### src/rtl/dual_issue_ctrl_if.sv
// Decode-pair / issue-lane bundle for the dual-issue controller.
// The master side is the decode pair register; the slave side is the issue controller.
interface dual_issue_ctrl_if #(
  parameter int unsigned AWIDTH       = 5,
  parameter int unsigned OPCODE_WIDTH = 6,
  parameter int unsigned IWIDTH       = 32,
  parameter int unsigned PCWIDTH      = 32,
  parameter int unsigned CWIDTH       = 16
);
  logic                    ds_i_valid;
  logic                    ds_o_ready;
  logic [IWIDTH-1:0]       ds_i_instr_1;
  logic [IWIDTH-1:0]       ds_i_instr_2;
  logic [PCWIDTH-1:0]      ds_i_pc;
  logic                    ds_i_we_1;
  logic [AWIDTH-1:0]       ds_i_addr_rd_1;
  logic [AWIDTH-1:0]       ds_i_addr_rs_2;
  logic [AWIDTH-1:0]       ds_i_addr_rt_2;
  logic [OPCODE_WIDTH-1:0] ds_i_opcode_2;
  logic                    ds_i_stall;
  logic                    ds_i_flush;
  logic                    ds_o_valid_0;
  logic [IWIDTH-1:0]       ds_o_instr_0;
  logic [PCWIDTH-1:0]      ds_o_pc_0;
  logic                    ds_o_valid_1;
  logic [IWIDTH-1:0]       ds_o_instr_1;
  logic [PCWIDTH-1:0]      ds_o_pc_1;
  logic [CWIDTH-1:0]       ds_o_split_cnt;

  modport master (
    output ds_i_valid, ds_i_instr_1, ds_i_instr_2, ds_i_pc, ds_i_we_1,
           ds_i_addr_rd_1, ds_i_addr_rs_2, ds_i_addr_rt_2, ds_i_opcode_2,
           ds_i_stall, ds_i_flush,
    input  ds_o_ready, ds_o_valid_0, ds_o_instr_0, ds_o_pc_0,
           ds_o_valid_1, ds_o_instr_1, ds_o_pc_1, ds_o_split_cnt
  );

  modport slave (
    input  ds_i_valid, ds_i_instr_1, ds_i_instr_2, ds_i_pc, ds_i_we_1,
           ds_i_addr_rd_1, ds_i_addr_rs_2, ds_i_addr_rt_2, ds_i_opcode_2,
           ds_i_stall, ds_i_flush,
    output ds_o_ready, ds_o_valid_0, ds_o_instr_0, ds_o_pc_0,
           ds_o_valid_1, ds_o_instr_1, ds_o_pc_1, ds_o_split_cnt
  );
endinterface

### src/rtl/dual_issue_ctrl.sv
// Issue-stage controller: issues decoded pairs together, or splits them over two
// issue cycles when slot 2 reads slot 1's destination or is a JR.
module dual_issue_ctrl #(
  parameter int unsigned AWIDTH       = 5,
  parameter int unsigned OPCODE_WIDTH = 6,
  parameter int unsigned IWIDTH       = 32,
  parameter int unsigned PCWIDTH      = 32,
  parameter int unsigned CWIDTH       = 16,
  parameter logic [OPCODE_WIDTH-1:0] JR_OPCODE = OPCODE_WIDTH'(8)
) (
  input logic ds_clk,
  input logic ds_rst,
  dual_issue_ctrl_if.slave ds
);

  typedef enum logic {RUN, SPLIT} state_t;

  state_t               state_q, state_d;
  logic                 valid0_q, valid0_d;
  logic                 valid1_q, valid1_d;
  logic [IWIDTH-1:0]    instr0_q, instr0_d;
  logic [IWIDTH-1:0]    instr1_q, instr1_d;
  logic [PCWIDTH-1:0]   pc0_q, pc0_d;
  logic [PCWIDTH-1:0]   pc1_q, pc1_d;
  logic [IWIDTH-1:0]    hold_instr_q, hold_instr_d;
  logic [PCWIDTH-1:0]   hold_pc_q, hold_pc_d;
  logic [CWIDTH-1:0]    cnt_q, cnt_d;

  logic                 raw_c;
  logic                 conflict_c;
  logic                 ready_c;
  logic                 accept_c;
  logic [PCWIDTH-1:0]   pc_slot2_c;

  // Slot-2 hazard detection; r0 is never a real dependency.
  assign raw_c      = ds.ds_i_we_1 && (ds.ds_i_addr_rd_1 != '0) &&
                      ((ds.ds_i_addr_rd_1 == ds.ds_i_addr_rs_2) ||
                       (ds.ds_i_addr_rd_1 == ds.ds_i_addr_rt_2));
  assign conflict_c = raw_c || (ds.ds_i_opcode_2 == JR_OPCODE);
  assign ready_c    = (state_q == RUN) && !ds.ds_i_stall && !ds.ds_i_flush;
  assign accept_c   = ds.ds_i_valid && ready_c;
  assign pc_slot2_c = ds.ds_i_pc + PCWIDTH'(4);

  always_ff @(posedge ds_clk) begin
    if (ds_rst) begin
      state_q      <= RUN;
      valid0_q     <= 1'b0;
      valid1_q     <= 1'b0;
      instr0_q     <= '0;
      instr1_q     <= '0;
      pc0_q        <= '0;
      pc1_q        <= '0;
      hold_instr_q <= '0;
      hold_pc_q    <= '0;
      cnt_q        <= '0;
    end else begin
      state_q      <= state_d;
      valid0_q     <= valid0_d;
      valid1_q     <= valid1_d;
      instr0_q     <= instr0_d;
      instr1_q     <= instr1_d;
      pc0_q        <= pc0_d;
      pc1_q        <= pc1_d;
      hold_instr_q <= hold_instr_d;
      hold_pc_q    <= hold_pc_d;
      cnt_q        <= cnt_d;
    end
  end

  // Priority: flush > stall > sequencing; stall simply holds every register.
  always_comb begin
    state_d      = state_q;
    valid0_d     = valid0_q;
    valid1_d     = valid1_q;
    instr0_d     = instr0_q;
    instr1_d     = instr1_q;
    pc0_d        = pc0_q;
    pc1_d        = pc1_q;
    hold_instr_d = hold_instr_q;
    hold_pc_d    = hold_pc_q;
    cnt_d        = cnt_q;

    if (ds.ds_i_flush) begin
      state_d  = RUN;
      valid0_d = 1'b0;
      valid1_d = 1'b0;
    end else if (!ds.ds_i_stall) begin
      unique case (state_q)
        RUN: begin
          if (accept_c) begin
            valid0_d = 1'b1;
            instr0_d = ds.ds_i_instr_1;
            pc0_d    = ds.ds_i_pc;
            if (conflict_c) begin
              valid1_d     = 1'b0;
              hold_instr_d = ds.ds_i_instr_2;
              hold_pc_d    = pc_slot2_c;
              state_d      = SPLIT;
              cnt_d        = (cnt_q == '1) ? cnt_q : cnt_q + CWIDTH'(1);
            end else begin
              valid1_d = 1'b1;
              instr1_d = ds.ds_i_instr_2;
              pc1_d    = pc_slot2_c;
            end
          end else begin
            valid0_d = 1'b0;
            valid1_d = 1'b0;
          end
        end
        SPLIT: begin
          valid0_d = 1'b1;
          instr0_d = hold_instr_q;
          pc0_d    = hold_pc_q;
          valid1_d = 1'b0;
          state_d  = RUN;
        end
        default: state_d = RUN;
      endcase
    end
  end

  assign ds.ds_o_ready     = ready_c;
  assign ds.ds_o_valid_0   = valid0_q;
  assign ds.ds_o_instr_0   = instr0_q;
  assign ds.ds_o_pc_0      = pc0_q;
  assign ds.ds_o_valid_1   = valid1_q;
  assign ds.ds_o_instr_1   = instr1_q;
  assign ds.ds_o_pc_1      = pc1_q;
  assign ds.ds_o_split_cnt = cnt_q;

endmodule

### src/flat_wrapper.sv
// flat-port wrapper written by rule: the top's interface ports become plain ports
module dual_issue_ctrl_flat 
#(
  parameter int unsigned AWIDTH       = 5,
  parameter int unsigned OPCODE_WIDTH = 6,
  parameter int unsigned IWIDTH       = 32,
  parameter int unsigned PCWIDTH      = 32,
  parameter int unsigned CWIDTH       = 16,
  parameter logic [OPCODE_WIDTH-1:0] JR_OPCODE = OPCODE_WIDTH'(8)
)
  (ds_clk, ds_rst, ds_ds_i_valid, ds_ds_i_instr_1, ds_ds_i_instr_2, ds_ds_i_pc, ds_ds_i_we_1, ds_ds_i_addr_rd_1, ds_ds_i_addr_rs_2, ds_ds_i_addr_rt_2, ds_ds_i_opcode_2, ds_ds_i_stall, ds_ds_i_flush, ds_ds_o_ready, ds_ds_o_valid_0, ds_ds_o_instr_0, ds_ds_o_pc_0, ds_ds_o_valid_1, ds_ds_o_instr_1, ds_ds_o_pc_1, ds_ds_o_split_cnt);
  dual_issue_ctrl_if #(.AWIDTH(AWIDTH), .OPCODE_WIDTH(OPCODE_WIDTH), .IWIDTH(IWIDTH), .PCWIDTH(PCWIDTH), .CWIDTH(CWIDTH)) ds_i ();
  input logic ds_clk;
  input logic ds_rst;
  input wire logic [$bits(ds_i.ds_i_valid)-1:0] ds_ds_i_valid;
  input wire logic [$bits(ds_i.ds_i_instr_1)-1:0] ds_ds_i_instr_1;
  input wire logic [$bits(ds_i.ds_i_instr_2)-1:0] ds_ds_i_instr_2;
  input wire logic [$bits(ds_i.ds_i_pc)-1:0] ds_ds_i_pc;
  input wire logic [$bits(ds_i.ds_i_we_1)-1:0] ds_ds_i_we_1;
  input wire logic [$bits(ds_i.ds_i_addr_rd_1)-1:0] ds_ds_i_addr_rd_1;
  input wire logic [$bits(ds_i.ds_i_addr_rs_2)-1:0] ds_ds_i_addr_rs_2;
  input wire logic [$bits(ds_i.ds_i_addr_rt_2)-1:0] ds_ds_i_addr_rt_2;
  input wire logic [$bits(ds_i.ds_i_opcode_2)-1:0] ds_ds_i_opcode_2;
  input wire logic [$bits(ds_i.ds_i_stall)-1:0] ds_ds_i_stall;
  input wire logic [$bits(ds_i.ds_i_flush)-1:0] ds_ds_i_flush;
  output wire logic [$bits(ds_i.ds_o_ready)-1:0] ds_ds_o_ready;
  output wire logic [$bits(ds_i.ds_o_valid_0)-1:0] ds_ds_o_valid_0;
  output wire logic [$bits(ds_i.ds_o_instr_0)-1:0] ds_ds_o_instr_0;
  output wire logic [$bits(ds_i.ds_o_pc_0)-1:0] ds_ds_o_pc_0;
  output wire logic [$bits(ds_i.ds_o_valid_1)-1:0] ds_ds_o_valid_1;
  output wire logic [$bits(ds_i.ds_o_instr_1)-1:0] ds_ds_o_instr_1;
  output wire logic [$bits(ds_i.ds_o_pc_1)-1:0] ds_ds_o_pc_1;
  output wire logic [$bits(ds_i.ds_o_split_cnt)-1:0] ds_ds_o_split_cnt;
  assign ds_i.ds_i_valid = ds_ds_i_valid;
  assign ds_i.ds_i_instr_1 = ds_ds_i_instr_1;
  assign ds_i.ds_i_instr_2 = ds_ds_i_instr_2;
  assign ds_i.ds_i_pc = ds_ds_i_pc;
  assign ds_i.ds_i_we_1 = ds_ds_i_we_1;
  assign ds_i.ds_i_addr_rd_1 = ds_ds_i_addr_rd_1;
  assign ds_i.ds_i_addr_rs_2 = ds_ds_i_addr_rs_2;
  assign ds_i.ds_i_addr_rt_2 = ds_ds_i_addr_rt_2;
  assign ds_i.ds_i_opcode_2 = ds_ds_i_opcode_2;
  assign ds_i.ds_i_stall = ds_ds_i_stall;
  assign ds_i.ds_i_flush = ds_ds_i_flush;
  assign ds_ds_o_ready = ds_i.ds_o_ready;
  assign ds_ds_o_valid_0 = ds_i.ds_o_valid_0;
  assign ds_ds_o_instr_0 = ds_i.ds_o_instr_0;
  assign ds_ds_o_pc_0 = ds_i.ds_o_pc_0;
  assign ds_ds_o_valid_1 = ds_i.ds_o_valid_1;
  assign ds_ds_o_instr_1 = ds_i.ds_o_instr_1;
  assign ds_ds_o_pc_1 = ds_i.ds_o_pc_1;
  assign ds_ds_o_split_cnt = ds_i.ds_o_split_cnt;
  dual_issue_ctrl #(.AWIDTH(AWIDTH), .OPCODE_WIDTH(OPCODE_WIDTH), .IWIDTH(IWIDTH), .PCWIDTH(PCWIDTH), .CWIDTH(CWIDTH), .JR_OPCODE(JR_OPCODE)) u_core (.ds_clk(ds_clk), .ds_rst(ds_rst), .ds(ds_i));
endmodule
### config.mk
export PLATFORM = sky130hd
export DESIGN_NAME = dual_issue_ctrl_flat
export DESIGN_NICKNAME = d
export VERILOG_FILES = /design/src/rtl/dual_issue_ctrl_if.sv /design/src/rtl/dual_issue_ctrl.sv /design/src/flat_wrapper.sv
export SDC_FILE = /design/constraint.sdc
export NUM_CORES = 1
export LEC_CHECK = 0
export ABC_AREA = 1
export CAP_MARGIN = 10
export CORE_MARGIN = 5
export CORE_UTILIZATION = 45
export CTS_CLUSTER_DIAMETER = 80
export CTS_CLUSTER_SIZE = 12
export DETAILED_ROUTE_END_ITERATION = 10
export PLACE_DENSITY_LB_ADDON = 0.08
export RECOVER_POWER = 25
export SLEW_MARGIN = 10
export SYNTH_ARGS = -nofsm -noshare
export SYNTH_HDL_FRONTEND = slang
export SYNTH_SLANG_ARGS = --single-unit
export TNS_END_PERCENT = 100
### constraint.sdc
create_clock -name ds_clk -period 2.1 [get_ports ds_clk]
set_clock_uncertainty 0.05 [all_clocks]
set_input_delay 0.21 -clock ds_clk [delete_from_list [all_inputs] [get_ports ds_clk]]
set_output_delay 0.21 -clock ds_clk [all_outputs]
set_load 0.02 [all_outputs]
==> metrics.md <==
| Metric | Value |
|---|---|
| Dpl cells | `1882` |
| Peak VDD IR | `0.578 mV` |
| Total Routing Usage GR | `23.9%` |
| PortBufs | `269` |
| Std cell rows | `52` |
| Final setup viols | `0` |
| Clk_lat worst skew | `510 ps` |
| Routed wire per std cell | `15.7 um` |
| R2R Path End | `u_core.ds.ds_o_instr_0[25]` |
| Vias in the first global route | `9138` |
| Drt pass-1 iters | `5` |
| Reg2reg start | `u_core.state_q` |
| Root buffer cell | `clkbuf_16` |
| Hold path depth | `4` |
| Worst min path class | `in -> reg` |
| Initial antenna violation count | `3` |
| Sw Share | `24.6%` |
| Clock share of power | `38.9%` |
| Worst path arrival time | `1720 ps` |
| Layout area overhead | `40.7%` |
| Via count | `9646` |
| # DRC | `0` |
| CP Capture Type | `output port` |
| RSZ-0062 raised after global routing | `no` |
| Reg2Reg Depth | `8` |
| Setup CP Type | `reg -> out` |
| Initial drt markers | `561` |
| Die X | `154 um` |
| Number of synthesized flops with an enable pin | `0` |
| Die Footprint | `23700 um^2` |
| Clock tree buffer depth | `3` |
| Biggest fanout along the worst timing path | `3` |
| Cells after Synth | `1367` |
| Place WS | `-73.6 ps` |
| Vias/cell | `5.05` |
| Filler instances | `1887` |
| Post CTS Setup Buffer Count | `0` |
| Status | `finished clean` |
| Switching power | `2.09 mW` |
| Cell-internal power | `6.40 mW` |
| CP startpoint kind | `flip-flop` |
| CTS tree | `done` |
| Max-slew violation count | `0` |
| Comb power frac | `12.4%` |
| H-tree levels | `1` |
| Share of flip-flops with an asynchronous set or reset | `0%` |
| Min-delay src | `ds_rst` |
| Boundary Pins | `270` |
| Period utilisation layout | `94.2%` |
| Nets@finish | `1760` |
| Worst path required time | `1840 ps` |
| Rel. slew slack | `48.7%` |
| Syn Std Cell Area | `9330 um^2` |
| Placer Congestion | `0.914` |
| Syn nets | `1492` |
| Placed inst area | `12600 um^2` |
| Clock sinks | `211` |
| Worst Hold Endpoint | `u_core.hold_pc_q[7]` |
| Final hold violation count | `0` |
| Core ar. | `20300 um^2` |
| Synth Register Bits | `211` |
| YS warnings | `0` |
| Power Dens Cells | `647 nW/um^2` |
| Register share of total power | `48.7%` |
| Mapped Avg Cell Area | `6.83 um^2` |
| CTS buffer count | `21` |
| Netlist cell types | `27` |
| Largest cells by area after synthesis | `dfxtp_1 45%, nand2_1 16%, a21oi_1 11%, nor2_1 9.5%, inv_1 2.3%` |
| Synth area leader | `dfxtp_1` |
| R2r setup slk | `180 ps` |
| Ys flop type | `dfxtp_1` |
| Seq/Total Area, Yosys | `45.3%` |
| Post-route insts no fill | `1910` |
| Max Cap Viol | `0` |
| Achievable frequency | `0.505 GHz` |
| Initial Utilization | `46.0%` |
| Top cell type's share of synthesized area | `45.3%` |
| Fin area | `13100 um^2` |
| Worst-Margin Slew | `769 ps` |
| DP HPWL | `20800 um` |
| Routed WL | `30000 um` |
| Worst setup margin | `121 ps` |
| Reg clk slew, reported paths | `60 ps` |
| Antenna Nets Post-Route | `0` |
| Power, Total | `8.49 mW` |
| First-pass GRT wire length | `47200 um` |
| Area of the multi-input gates | `4500 um^2` |
| Commonest non-fill, non-tap cell in the layout | `nand2_1` |
| Largest net degree at the start of global routing | `133` |
| Die height | `154 um` |
| Pleak | `5.35 nW` |
| Total grt overflow | `0` |
| Final core occ | `64.7%` |
| Share of layout cells above drive strength 1 | `6.42%` |
| Final Critical Period | `1980 ps` |
| Most frequent cells in the layout | `401 x nand2_1, 236 x nor2_1, 211 x a21oi_1, 210 x dfxtp_1, 204 x clkdlybuf4s50_1` |
| Sequential cell area | `4230 um^2` |
critical path, stage by stage (launching register included):
cell,delay [ps]
dfxtp_2,330
nor3_2,180
buf_4,130
clkdlybuf4s50_1,590
synth_stat cells (2+ instances only):
master / count
nor3_1: 11
inv_2: 7
nand3_1: 19
inv_1: 58
buf_2: 29
clkbuf_1: 45
nor3_2: 2
buf_4: 8
o21ai_1: 20
or2_2: 2
xor2_1: 23
nor2_1: 237
a21oi_1: 211
nand2_1: 401
nand4_1: 26
xnor2_1: 18
o21ai_0: 28
ha_1: 2
dfxtp_1: 211
nand2_2: 2
cells by family (layout without fill, tap and decap cells):
logic type / after synthesis / after routing / share of synthesized area (%)
fa+ha+maj: 2 / 2 / 0.268
simple gates: 706 / 706 / 30.1
other cells: 0 / 4 / 0
compound gates: 259 / 259 / 13.9
xor+xnor: 41 / 41 / 3.85
buf+inv: 148 / 417 / 6.66
flops: 211 / 211 / 45.3
power by group through the flow:
stage / Combinational [mW] / Clock [mW] / Sequential (mW)
after global routing: 1.14 / 3.53 / 4.15
after detailed placement: 1.06 / 0 / 4.23
after floorplan: 0.378 / 0 / 4.31
final: 1.05 / 3.30 / 4.14
after global placement: 1.05 / 0 / 4.23
after CTS: 1.07 / 3.39 / 4.14
metrics by stage:
stage	TNS (ps)	hold WS [ps]
floorplan	0	299
global placement	-890	401
detailed placement	-1670	405
CTS	0	161
global route	0	215
finish	0	193
flip-flops by register name (all words and copies together), names as in the netlist:
register and cells:
u_core.ds.ds_o_split_cnt 16, u_core.hold_pc_q 32, u_core.ds.ds_o_valid_0 1, u_core.ds.ds_o_valid_1 1, u_core.ds.ds_o_pc_1 32, u_core.ds.ds_o_pc_0 32
u_core.hold_instr_q 32, u_core.ds.ds_o_instr_1 32, u_core.ds.ds_o_instr_0 32, u_core.state_q 1
per-layer routing:
layer  track usage (%)  wire length, um  vias to the layer above
met4              8.70              962                        0
met1              31.0            13200                     4388
li1                  -                -                     4889
met2              40.0            13900                      312
met5                 0                0                        -
met3              3.93             1870                       57
cell type report:
class | count | area share (%)
inverter | 65 | 1.86
tap | 270 | 2.57
timing repair buffer | 328 | 24.8
multi-input combinational | 1008 | 34.3
antenna | 4 | 0.0762
sequential | 211 | 32.2
clock buffer | 22 | 4.11
clock inverter | 2 | 0.105
how the worst max path moves through the flow:
| stage | start | endpoint | slack (ps) |
|---|---|---|---|
| 6_report | u_core.state_q | ds_ds_o_ready | 120 |
| 5_1_grt | u_core.state_q | ds_ds_o_ready | 10 |
| 4_1_cts | u_core.state_q | ds_ds_o_ready | 100 |
| 3_5_place_dp | ds_ds_i_addr_rd_1[4] | u_core.hold_instr_q[4] | -70 |
| 3_3_place_gp | ds_ds_i_addr_rd_1[1] | u_core.hold_instr_q[1] | -40 |
| 2_1_floorplan | u_core.state_q | u_core.ds.ds_o_pc_1[25] | 270 |
timing repair:
| item | CTS | global route |
|---|---|---|
| hold buffers | 0 | 0 |
| resized for setup | 0 | 1 |
| endpoints found under the setup margin | 0 | 1 |
No activity file was read; power rests on OpenSTA's default activity.
